<file path="src/rtl/m_mc_pkg.sv">
// Shared definitions for the multi-cycle instruction controller:
// state encodings, opcode constants and the fetch timeout limit.
package m_mc_pkg;

   localparam int unsigned STATE_W = 3;
   localparam int unsigned OP_W    = 7;

   typedef enum logic [STATE_W-1:0] {
      ST_IDLE   = 3'd0,
      ST_FETCH  = 3'd1,
      ST_DECODE = 3'd2,
      ST_EXEC   = 3'd3,
      ST_WB     = 3'd4,
      ST_HALT   = 3'd5
   } mc_state_e;

   localparam logic [OP_W-1:0] OP_SYSTEM = 7'b1110011;
   localparam logic [OP_W-1:0] OP_STORE  = 7'b0100011;
   localparam logic [OP_W-1:0] OP_BRANCH = 7'b1100011;

   // Fetch cycles without imem ready tolerated before declaring a timeout
   localparam int unsigned TMO_LIMIT = 16;
   localparam int unsigned TMO_W     = $clog2(TMO_LIMIT);

   // Stores and branches produce no register-file result
   function automatic logic op_writes_rf(input logic [OP_W-1:0] op);
      return !((op == OP_STORE) || (op == OP_BRANCH));
   endfunction

endpackage

</file>
<file path="src/rtl/m_retire_cnt.sv">
// Retired-instruction counter, wraps from all-ones to zero.
// Ports: clk, rst_n (async active-low), inc_i (count enable), count_o (count).
module m_retire_cnt #(
   parameter int unsigned RETIRE_W = 32
) (
   input  logic                clk,
   input  logic                rst_n,
   input  logic                inc_i,
   output logic [RETIRE_W-1:0] count_o
);

   logic [RETIRE_W-1:0] count_q;

   always_ff @(posedge clk or negedge rst_n) begin
      if (!rst_n) begin
         count_q <= '0;
      end else if (inc_i) begin
         count_q <= count_q + RETIRE_W'(1);
      end
   end

   assign count_o = count_q;

endmodule

</file>
<file path="src/rtl/m_mc_ctrl.sv">
// Multi-cycle instruction controller: FETCH/DECODE/EXEC/WB sequencing with
// free-run and single-step modes, HALT on SYSTEM opcodes.
// Ports: w_clk, w_rst_n (async active-low), w_run, w_step, w_imem_rdy, w_ir_op
//        in; w_imem_req, w_ir_we, w_pc_we, w_rf_we (combinational decodes),
//        w_busy, w_halted, w_err, w_state, w_retired out.
// Optional: MC_CTRL_TIMEOUT_EN enables a fetch timeout that halts with w_err.
module m_mc_ctrl
   import m_mc_pkg::*;
#(
   parameter int unsigned RETIRE_W = 32
) (
   input  logic                w_clk,
   input  logic                w_rst_n,
   input  logic                w_run,
   input  logic                w_step,
   input  logic                w_imem_rdy,
   input  logic [OP_W-1:0]     w_ir_op,
   output logic                w_imem_req,
   output logic                w_ir_we,
   output logic                w_pc_we,
   output logic                w_rf_we,
   output logic                w_busy,
   output logic                w_halted,
   output logic                w_err,
   output logic [STATE_W-1:0]  w_state,
   output logic [RETIRE_W-1:0] w_retired
);

   mc_state_e state_q, state_d;
   // 1: free-run mode, 0: single-step mode; chosen when leaving IDLE
   logic      run_mode_q, run_mode_d;

`ifdef MC_CTRL_TIMEOUT_EN
   logic [TMO_W-1:0] tmo_q, tmo_d;
   logic             err_q, err_d;
`endif

   // State and mode registers
   always_ff @(posedge w_clk or negedge w_rst_n) begin
      if (!w_rst_n) begin
         state_q    <= ST_IDLE;
         run_mode_q <= 1'b0;
      end else begin
         state_q    <= state_d;
         run_mode_q <= run_mode_d;
      end
   end

`ifdef MC_CTRL_TIMEOUT_EN
   // Fetch timeout counter and sticky error flag
   always_ff @(posedge w_clk or negedge w_rst_n) begin
      if (!w_rst_n) begin
         tmo_q <= '0;
         err_q <= 1'b0;
      end else begin
         tmo_q <= tmo_d;
         err_q <= err_d;
      end
   end
`endif

   // Next-state and datapath enable decode
   always_comb begin
      state_d    = state_q;
      run_mode_d = run_mode_q;
      w_imem_req = 1'b0;
      w_ir_we    = 1'b0;
      w_pc_we    = 1'b0;
      w_rf_we    = 1'b0;
`ifdef MC_CTRL_TIMEOUT_EN
      tmo_d      = tmo_q;
      err_d      = err_q;
`endif
      case (state_q)
         ST_IDLE: begin
            // Run wins over step when both are requested
            if (w_run || w_step) begin
               state_d    = ST_FETCH;
               run_mode_d = w_run;
            end
         end
         ST_FETCH: begin
            w_imem_req = 1'b1;
            if (w_imem_rdy) begin
               w_ir_we = 1'b1;
               state_d = ST_DECODE;
            end else begin
`ifdef MC_CTRL_TIMEOUT_EN
               if (tmo_q == TMO_W'(TMO_LIMIT - 1)) begin
                  state_d = ST_HALT;
                  err_d   = 1'b1;
               end else begin
                  tmo_d = tmo_q + TMO_W'(1);
               end
`endif
            end
         end
         ST_DECODE: begin
            state_d = (w_ir_op == OP_SYSTEM) ? ST_HALT : ST_EXEC;
         end
         ST_EXEC: begin
            state_d = ST_WB;
         end
         ST_WB: begin
            w_pc_we = 1'b1;
            w_rf_we = op_writes_rf(w_ir_op);
            state_d = (run_mode_q && w_run) ? ST_FETCH : ST_IDLE;
         end
         ST_HALT: begin
            if (!w_run && !w_step) begin
               state_d = ST_IDLE;
            end
         end
         default: begin
            state_d = ST_IDLE;
         end
      endcase
`ifdef MC_CTRL_TIMEOUT_EN
      // Each fetch starts with a fresh timeout window
      if ((state_d == ST_FETCH) && (state_q != ST_FETCH)) begin
         tmo_d = '0;
      end
`endif
   end

   // Only WB retires; SYSTEM instructions never reach WB
   m_retire_cnt #(
      .RETIRE_W (RETIRE_W)
   ) u_retire_cnt (
      .clk     (w_clk),
      .rst_n   (w_rst_n),
      .inc_i   (state_q == ST_WB),
      .count_o (w_retired)
   );

   assign w_state  = state_q;
   assign w_busy   = (state_q == ST_FETCH) || (state_q == ST_DECODE) ||
                     (state_q == ST_EXEC)  || (state_q == ST_WB);
   assign w_halted = (state_q == ST_HALT);
`ifdef MC_CTRL_TIMEOUT_EN
   assign w_err    = err_q;
`else
   assign w_err    = 1'b0;
`endif

endmodule

</file>
<file path="config.mk">
export PLATFORM = sky130hd
export DESIGN_NAME = m_mc_ctrl
export DESIGN_NICKNAME = d
export VERILOG_FILES = /design/src/rtl/m_mc_pkg.sv /design/src/rtl/m_retire_cnt.sv /design/src/rtl/m_mc_ctrl.sv
export SDC_FILE = /design/constraint.sdc
export NUM_CORES = 1
export LEC_CHECK = 0
export BUFFER_PORTS_ARGS = -buffer_cell sky130_fd_sc_hd__buf_2
export CAP_MARGIN = 0
export CORE_MARGIN = 2
export CORE_UTILIZATION = 25
export DETAILED_ROUTE_END_ITERATION = 8
export MAX_ROUTING_LAYER = met4
export PLACE_DENSITY = 0.48
export REMOVE_ABC_BUFFERS = 1
export SLEW_MARGIN = 15
export SYNTH_ARGS = -nofsm -noshare
export SYNTH_HDL_FRONTEND = slang
export SYNTH_SLANG_ARGS = --single-unit
</file>
<file path="constraint.sdc">
create_clock -name w_clk -period 2.35 [get_ports w_clk]
set_input_delay 0.235 -clock w_clk [delete_from_list [all_inputs] [get_ports w_clk]]
set_output_delay 0.235 -clock w_clk [all_outputs]
set_load 0.005 [all_outputs]
</file>
==> impl_results.md <==
* Status: completed
* Most frequent cells in the layout: buf_2 (52), dfrtp_1 (36), xnor2_1 (25), nand3_1 (14)
* I/O pin count at 54
* Slowest CP cell: or3b_1
* Crit path launch type: register
* Final Cycle Share at 84.7%
* Syn_area_per_cell at 11.0 µm²
* CTS tree: done
* Design Area, Final at 2170 µm²
* # setup viols final at 0
* Cts repair resizes at 0
* Delay of the slowest critical-path stage at 0.56 ns
* Largest net degree at the start of global routing at 37
* Congestion Overflow GR at 0
* First-pass GRT wire length at 6.31 mm
* WL/cell at 12.6 µm
* Final Max Slew Viols at 0
* Drt total wl at 3.70 mm
* Diodes inserted at 0
* Crit path buf inv count at 1
* TritonRoute pass-1 iters at 4
* Detail Placement HPWL at 2.65 mm
* DR vias/cell at 4.53
* Critical Path RT at 2.53 ns
* Cell Chain, Critical Path: or3b_1, nor4_4, buf_4, nand4_1, xnor2_1
* DRC viols at 0
* WS Path Type: reg -> reg
* DR iter-0 viols at 46
* # port buffers at 52
* Die ar. at 7520 µm²
* Die Ht at 86.7 µm
* Worst VDD drop at 0.000349 V
* Tmin final at 1.99 ns
* RD Place Congestion at 0.778
* DP Area at 2060 µm²
* Cell variety after synth at 33
* Unrepaired setup endpoints after global routing: no
* Via count at 1335
* Starting density of the core at 25.5%
* Most common cell after layout, fill and taps aside: buf_2
* Final-report hold violation count at 0
* Gate Count Post-Synth at 155
* Max_cap viols at 0
* Final setup TNS at 0 ns
* Worst hold path class: in -> async
* Crit. End Element: register
* Number of H-tree levels at 2
* # rows at 30
* Initial antenna violation count at 0
* Total GRT Usage at 11.0%
* Post-Layout Cell Count at 295
* Inserted Clock Buffers at 5
* Final net count at 227
* Pwr dens at 771 nW/µm²
* Post-synthesis cell area at 1710 µm²
* Layout cells sized above 1 at 31.2%
* Max-slew headroom at 44.0%
* DIE WIDTH at 86.7 µm
* Clock Pin Slew Worst Setup and Hold Paths at 0.08 ns
* Crit-path max FO at 11
* Vias in the first global route at 1316
* Worst path arrival time at 2.17 ns
* Core area at 6720 µm²
* Leak pwr at 1.10 nW
* Bufs on Longest Clock Path at 2
* Setup repair bufs after CTS at 0
* Area Growth Syn to Fin at 27.1%
* Inst Count DP at 287
* Register area share after synthesis at 52.7%
* DRT antenna net count at 0
* Root Buffer: clkbuf_8
* Ys Warns at 0
* Clock sink count at 36
* Hold_buf cts at 0
* Largest delay share family, worst path: simple AND/OR/NAND/NOR gates
* Slew of the pin with the lowest slew margin at 0.840 ns
* Flops & latches, synth at 36
* Worst skew pair latency at 0.29 ns
* Final Skew at 0.00891 ns
* R2R setup slack at 0.36 ns
* Maximum clock rate at 502 MHz
## per-stage QoR
step                      hold slack, ns  utilization (%)  power, mW  setup WS, ns
after floorplan                  -0.0606                -      0.974         0.432
after global placement             0.402             30.7       1.14         0.408
after detailed placement           0.399             30.7       1.14         0.352
after CTS                         0.0781             32.4       1.71         0.345
after global routing               0.116             32.4       1.78         0.172
final                             0.0424             32.4       1.68         0.359
## state kept, by name, indices dropped and copies added, names as in the netlist
| register | flops |
|---|---|
| run_mode_q | 1 |
| u_retire_cnt.count_o | 32 |
| w_state | 3 |
## layer usage
metal  up-vias  global-route usage [%]  share of wire [%]
met4         0                    3.84                1.9
li1        664                       -                  -
met5         -                       -                  0
met1       622                    15.0                 48
met3         6                    2.95                5.3
met2        43                    15.6                 44
## worst register-to-register path, stage by stage, from the launching register on
cell and delay (ns):
dfrtp_1 0.51, or3b_1 0.56, nor4_4 0.32, buf_4 0.21, nand4_1 0.13, xnor2_1 0.15
## power breakdown
group          total, mW  switching, mW  internal [mW]
clock network      0.550          0.236          0.314
registers          0.787          0.104          0.682
logic              0.339          0.157          0.182
## synth_stat cells
master	count	area, µm²
dfrtp_1	36	901
xnor2_1	25	219
nand3_1	14	70.1
nand2_1	12	45.0
nand4_1	12	75.1
nor2_1	7	26.3
xor2_1	6	52.6
and3_1	4	25.0
inv_1	4	15.0
nor3_1	4	20.0
o21ai_0	3	15.0
a22oi_1	2	15.0
and2_1	2	12.5
buf_6	2	22.5
nor4_1	2	12.5
nor4_4	2	42.5
or3_1	2	12.5
a22o_1	1	8.76
a31oi_1	1	6.26
a41oi_1	1	8.76
and2b_1	1	7.51
and4_1	1	8.76
buf_4	1	7.51
conb_1	1	3.75
ha_1	1	12.5
mux2_2	1	11.3
nand2b_1	1	6.26
nor2b_1	1	6.26
nor4bb_1	1	10.0
o21a_1	1	7.51
o32ai_1	1	8.76
or2_2	1	6.26
or3b_1	1	8.76
## logic make-up (layout without fill, tap and decap cells)
kind of cell	Yosys count	count (layout)	share of synthesized area, %
other cells	1	1	0.219
buf+inv	7	67	2.63
mux	1	1	0.658
compound gates	10	10	4.10
flops	36	36	52.7
simple gates	68	68	23.1
xor+xnor	31	31	15.9
fa+ha+maj	1	1	0.731
## worst paths after layout
path / from / endpoint / depth (start not counted)
max: w_state[2]$_DFFE_PN0P_ / u_retire_cnt.count_o[20]$_DFFE_PN0P_ / 5
min: w_rst_n / u_retire_cnt.count_o[16]$_DFFE_PN0P_ / 1
max reg2reg: w_state[2]$_DFFE_PN0P_ / u_retire_cnt.count_o[20]$_DFFE_PN0P_ / 5
min reg2reg: u_retire_cnt.count_o[31]$_DFFE_PN0P_ / u_retire_cnt.count_o[31]$_DFFE_PN0P_ / 1
max in group asynchronous: w_rst_n / u_retire_cnt.count_o[0]$_DFFE_PN0P_ / 1
min in group w_clk: w_imem_rdy / w_state[1]$_DFFE_PN0P_ / 3
## final cells by class
cell class / count / area [µm²]
clock buffer: 5 / 68.8
fill: 703 / 4540
sequential: 36 / 901
timing repair buffer: 55 / 283
multi-input combinational: 112 / 764
tap: 80 / 100
clock inverter: 3 / 42.5
inverter: 4 / 15.0
No activity file was read; power rests on OpenSTA's default activity.
